## src/rtl/alu_pkg.sv

```systemverilog
// Shared ALU definitions: default datapath width, status flag bundle
// and operation encodings.
package alu_pkg;

    localparam int WIDTH_DEFAULT = 32;

    localparam logic OP_ADD = 1'b0;
    localparam logic OP_SUB = 1'b1;

    typedef struct packed {
        logic n;
        logic z;
        logic c;
        logic v;
    } flags_t;

endpackage

```

## src/rtl/cla_adder.sv

```systemverilog
// Two-level carry-lookahead adder: 4-bit generate/propagate blocks plus
// a lookahead across blocks. Exposes the carry into the MSB for overflow.
module cla_adder #(
    parameter int WIDTH = 32
) (
    input  logic [WIDTH-1:0] a,
    input  logic [WIDTH-1:0] b,
    input  logic             cin,
    output logic [WIDTH-1:0] sum,
    output logic             cout,
    output logic             c_msb_in
);

    localparam int NB = WIDTH / 4;

    logic [WIDTH-1:0] g;
    logic [WIDTH-1:0] p;
    logic [WIDTH-1:0] c;
    logic [NB-1:0]    blk_g;
    logic [NB-1:0]    blk_p;
    logic [NB:0]      blk_c;

    assign g = a & b;
    assign p = a ^ b;

    always_comb begin
        for (int i = 0; i < NB; i++) begin
            blk_g[i] = g[4*i+3]
                     | (p[4*i+3] & g[4*i+2])
                     | (p[4*i+3] & p[4*i+2] & g[4*i+1])
                     | (p[4*i+3] & p[4*i+2] & p[4*i+1] & g[4*i]);
            blk_p[i] = &p[4*i +: 4];
        end
    end

    // Each block carry is a flat sum of products, not a ripple chain
    always_comb begin
        logic pp;
        blk_c    = '0;
        blk_c[0] = cin;
        for (int i = 1; i <= NB; i++) begin
            for (int k = 0; k < i; k++) begin
                pp = 1'b1;
                for (int m = k + 1; m < i; m++) begin
                    pp = pp & blk_p[m];
                end
                blk_c[i] = blk_c[i] | (blk_g[k] & pp);
            end
            pp = 1'b1;
            for (int m = 0; m < i; m++) begin
                pp = pp & blk_p[m];
            end
            blk_c[i] = blk_c[i] | (pp & cin);
        end
    end

    always_comb begin
        for (int i = 0; i < NB; i++) begin
            c[4*i]   = blk_c[i];
            c[4*i+1] = g[4*i] | (p[4*i] & blk_c[i]);
            c[4*i+2] = g[4*i+1]
                     | (p[4*i+1] & g[4*i])
                     | (p[4*i+1] & p[4*i] & blk_c[i]);
            c[4*i+3] = g[4*i+2]
                     | (p[4*i+2] & g[4*i+1])
                     | (p[4*i+2] & p[4*i+1] & g[4*i])
                     | (p[4*i+2] & p[4*i+1] & p[4*i] & blk_c[i]);
        end
    end

    assign sum      = p ^ c;
    assign cout     = blk_c[NB];
    assign c_msb_in = c[WIDTH-1];

endmodule

```

## src/rtl/add_sub.sv

```systemverilog
// Two's-complement adder/subtractor: combinational result plus a
// one-cycle registered copy with NZCV flags.
module add_sub
    import alu_pkg::*;
#(
    parameter int WIDTH = WIDTH_DEFAULT
) (
    input  logic             CLK,
    input  logic             RST_N,
    input  logic             is_sub,
    input  logic [WIDTH-1:0] a,
    input  logic [WIDTH-1:0] b,
    input  logic             in_valid,
    output logic [WIDTH-1:0] out,
    output logic [WIDTH-1:0] out_q,
    output logic             flag_n,
    output logic             flag_z,
    output logic             flag_c,
    output logic             flag_v,
    output logic             out_valid
);

    logic [WIDTH-1:0] b_eff;
    logic [WIDTH-1:0] sum;
    logic             cout;
    logic             c_msb_in;
    flags_t           flags;
    flags_t           flags_q;

    // Subtract is a + ~b + 1 through the same adder
    assign b_eff = b ^ {WIDTH{is_sub == OP_SUB}};

    cla_adder #(
        .WIDTH (WIDTH)
    ) u_cla (
        .a        (a),
        .b        (b_eff),
        .cin      (is_sub),
        .sum      (sum),
        .cout     (cout),
        .c_msb_in (c_msb_in)
    );

    assign out     = sum;
    assign flags.n = sum[WIDTH-1];
    assign flags.z = (sum == '0);
    assign flags.c = cout;
    assign flags.v = cout ^ c_msb_in;

    always_ff @(posedge CLK or negedge RST_N) begin
        if (!RST_N) begin
            out_q     <= '0;
            flags_q   <= '0;
            out_valid <= 1'b0;
        end else begin
            out_valid <= in_valid;
            if (in_valid) begin
                out_q   <= sum;
                flags_q <= flags;
            end
        end
    end

    assign flag_n = flags_q.n;
    assign flag_z = flags_q.z;
    assign flag_c = flags_q.c;
    assign flag_v = flags_q.v;

endmodule

```

## config.mk

```make
export PLATFORM = sky130hd
export DESIGN_NAME = add_sub
export DESIGN_NICKNAME = d
export VERILOG_FILES = /design/src/rtl/alu_pkg.sv /design/src/rtl/cla_adder.sv /design/src/rtl/add_sub.sv
export SDC_FILE = /design/constraint.sdc
export NUM_CORES = 1
export LEC_CHECK = 0
export CAP_MARGIN = 0
export CORE_MARGIN = 2
export CORE_UTILIZATION = 30
export DETAILED_ROUTE_END_ITERATION = 8
export PLACE_DENSITY = 0.69
export SYNTH_ARGS = -nofsm -noshare
export SYNTH_HDL_FRONTEND = slang
export SYNTH_SLANG_ARGS = --single-unit
```

## constraint.sdc

```tcl
create_clock -name CLK -period 5.45 [get_ports CLK]
set_input_delay 0.545 -clock CLK [delete_from_list [all_inputs] [get_ports CLK]]
set_output_delay 0.545 -clock CLK [all_outputs]
set_load 0.005 [all_outputs]
```

==> results by group <==
Clock network
  – Clk_lat worst skew: 0.28 ns
  – CTS clk-pin slew, worst paths: 0.08 ns
  – Total CTS buffers: 5
  – Cts hold-fix bufs: 0
  – H-tree lvl count: 2
  – CTS tree: built
  – Root cell of the clock tree: clkbuf_8
  – Clock net sink count: 36
  – Resize count post-CTS: 0
  – Clk buf depth: 2
  – Post-CTS Setup Bufs: 0

Drt
  – DRT Wirelength: 9.59 mm
  – DRT antenna net count: 0
  – Total via count after detailed routing: 2910
  – WL/cell: 15.9 µm
  – DR iter-0 viols: 95
  – DR vias/cell: 4.84
  – DRC: 0
  – Pre-antenna DRT Iters: 4

Worst setup path
  – Crit end category: register
  – CP max-delay cell: clkdlybuf4s50_1
  – Critical path class: in2reg
  – Startpoint Class: input port
  – Critical path cell sequence: clkdlybuf4s50_1 > xor2_1 > ha_1 > a21oi_1 > a21boi_0 > o21a_1 > a21oi_1 > o21a_1 > o31ai_1 > a21oi_1 > fa_1 > xnor2_1 > nor4_1 > nand4b_1 > or4_1 > or3_1 > nor4_2 > nand4_1 > o21ai_1
  – Crit path buf inv count: 1
  – CP Data Arrival Time: 5.14 ns
  – Critical path's most frequent cell: a21oi_1
  – Required time of the critical path: 5.65 ns
  – Delay-heaviest family, CP: compound AO/OA/AOI/OAI gates
  – Crit-path max FO: 6
  – Crit path largest cell delay: 0.42 ns

Power
  – Internal: 0.000964 W
  – Sequential Power Share: 0.276
  – Peak VDD IR: 0.107 mV
  – PD cells: 309 nW/µm²
  – Combinational share of power: 0.599
  – Net Sw Frac: 0.344
  – Clock power share: 0.125
  – Leak: 2.07 nW
  – Switching pwr: 0.000506 W

Status
  – Status: complete, no violations

STA
  – Max Slew Vio Count: 0
  – Slew at the pin closest to its max-slew limit: 0.895 ns
  – Relative slew margins: 0.403
  – Max Clk Rate: 0.203 GHz
  – Setup_tns: 0 ns
  – Final Setup Violations: 0
  – Setup repair after global routing missed its margin: false
  – Period utilization: 0.906
  – Final worst path period need: 4.93 ns
  – Post-route setup slack: 0.515 ns
  – Clock skew: 0 ns
  – Endpoints failing hold: 0

Place
  – IO Port Bufs: 136
  – Post-DP HPWL: 7.93 mm
  – GP Congestion: 0.811
  – Post-Place Worst Slack: 0.239 ns

Final layout
  – # fillers: 995
  – Area delta synth->final: 49.8%
  – Util after Layout: 0.461
  – Area of the multi-input gates: 2120 µm²
  – # diodes: 0
  – Layout cells sized above 1: 0.108
  – Final net count: 572
  – Sequential cell area: 901 µm²

Floorplan
  – Initial core utilization: 0.308
  – Die W: 107 µm
  – # IOs: 137
  – # rows: 37
  – Die Area: 11400 µm²
  – Die Y-Extent: 107 µm
  – Total core area: 10300 µm²

GRT
  – GR Util All Layers: 0.165
  – Grt peak-use layer: met2
  – GR Layer Usage met1: 0.219
  – Largest net degree at the start of global routing: 40
  – Initial antenna violation count: 0
  – Met3 Track Usage GR: 0.0213
  – Vias in the first global route: 2825
  – GR Util met2: 0.287
  – First-pass GRT wire length: 14.6 mm
  – GR Overflow Total: 0

Yosys
  – Seq/Total Area, Yosys: 0.283
  – Synth unique cells: 48
  – Syn Inst Count: 329
  – Seq cells post-synth: 36
  – Mean post-synth cell area: 9.66 µm²
  – Post-Syn Nets: 436
  – Post-synth EDFFs: 0
  – Synth Flop Type: dfrtp_1
  – Async S/R FF share, synth: 1.00
  – Area of the mapped netlist: 3180 µm²
  – Yosys Warn Count: 0

Flow run
  – Total of max-cap violations: 0

Min path
  – Worst Hold Class: in2async
-- cell usage in the layout (no fill, tap or decap), types with 2 or more instances in the layout --
master           instances
clkdlybuf4s50_1        133
xnor2_1                 14
ha_1                    32
a211oi_1                 2
a21o_1                   5
o41ai_1                  2
nor4_1                   3
buf_2                    3
nor2b_1                  3
nor2_1                  15
a31oi_1                  2
o21a_1                   4
nor3_1                   6
nand3_1                  6
and3_1                   4
xor2_1                  41
a21oi_1                 22
buf_4                    2
mux2_2                  32
a21boi_0                 2
nand4_1                  4
o21ai_0                  9
or3_1                    2
o21bai_1                 3
inv_1                   31
or2_2                    2
clkbuf_8                 5
dfrtp_1                 36
fa_1                     7
nand2_1                 11
-- cell usage after synthesis, types with 2 or more instances --
library cell   n  area, µm²
a21boi_0       2       15.0
a21oi_1       22        110
nand4_1        4       25.0
nor4_1         3       18.8
mux2_2        32        360
nand2_1       11       41.3
o21ai_0        9       45.0
a211oi_1       2       15.0
a21o_1         5       37.5
buf_4          2       15.0
o21a_1         4       30.0
ha_1          32        400
or3_1          2       12.5
nand3_1        6       30.0
and3_1         4       25.0
fa_1           7        140
dfrtp_1       36        901
xor2_1        41        359
or2_2          2       12.5
nor2b_1        3       18.8
o41ai_1        2       17.5
nor3_1         6       30.0
a31oi_1        2       12.5
o21bai_1       3       22.5
buf_1          3       11.3
nor2_1        15       56.3
inv_1         31        116
clkbuf_1       5       18.8
xnor2_1       14        123
-- logic make-up (layout without fill, tap and decap cells) --
group,Yosys count,count (layout),synth area share
flip-flops,36,36,0.283
adder cells (fa/ha/maj),39,39,0.170
XOR/XNOR,55,55,0.152
buffers and inverters,41,177,0.0508
AND/OR/NAND/NOR,64,64,0.106
multiplexers,33,33,0.116
AO/OA/AOI/OAI,61,61,0.122
-- sequential cells by signal (all words and copies together), names as in the netlist --
| name | cells |
|---|---|
| out_q | 32 |
| out_valid | 1 |
| flag_v | 1 |
| flag_z | 1 |
| flag_c | 1 |
-- through the flow --
stage                     cell area (µm²)  cells  hold slack (ns)  total power (W)
after floorplan                      3180    329            0.249         0.000786
after global placement               4690    594            0.490          0.00128
after detailed placement             4690    594            0.494          0.00130
after CTS                            4760    601            0.404          0.00149
after global routing                 4760    601            0.425          0.00157
final                                4760    601            0.365          0.00147
-- power groups by stage --
stage               clock network (W)  logic [W]  registers [W]
finish                       0.000183   0.000881       0.000406
global route                 0.000201   0.000952       0.000418
CTS                          0.000191   0.000891       0.000407
detailed placement                  0   0.000888       0.000412
global placement                    0   0.000877       0.000407
floorplan                           0   0.000372       0.000413
-- worst paths after layout --
kind                            from   endpoint  slack, ns  cells past startpoint
max in group asynchronous      RST_N  out_q[29]       4.54                      1
max reg2reg                out_q[14]  out_q[14]       4.66                      1
min in group CLK           out_q[27]  out_q[27]       0.51                      1
min reg2reg                out_q[27]  out_q[27]       0.51                      1
min                            RST_N  out_valid       0.37                      1
max                             b[2]     flag_z       0.52                     19
-- routing by layer --
metal | vias up | share of wire
met5 | - | 0
met4 | 0 | 0.0091
met3 | 4 | 0.050
met2 | 82 | 0.50
met1 | 1407 | 0.44
li1 | 1417 | -
-- final cells by class --
class	instances	area share
inverter	31	0.0244
clock inverter	1	0.00105
tap	136	0.0357
multi-input combinational	252	0.444
clock buffer	6	0.0152
sequential	36	0.189
timing repair buffer	139	0.290
No activity file was read; power rests on OpenSTA's default activity.
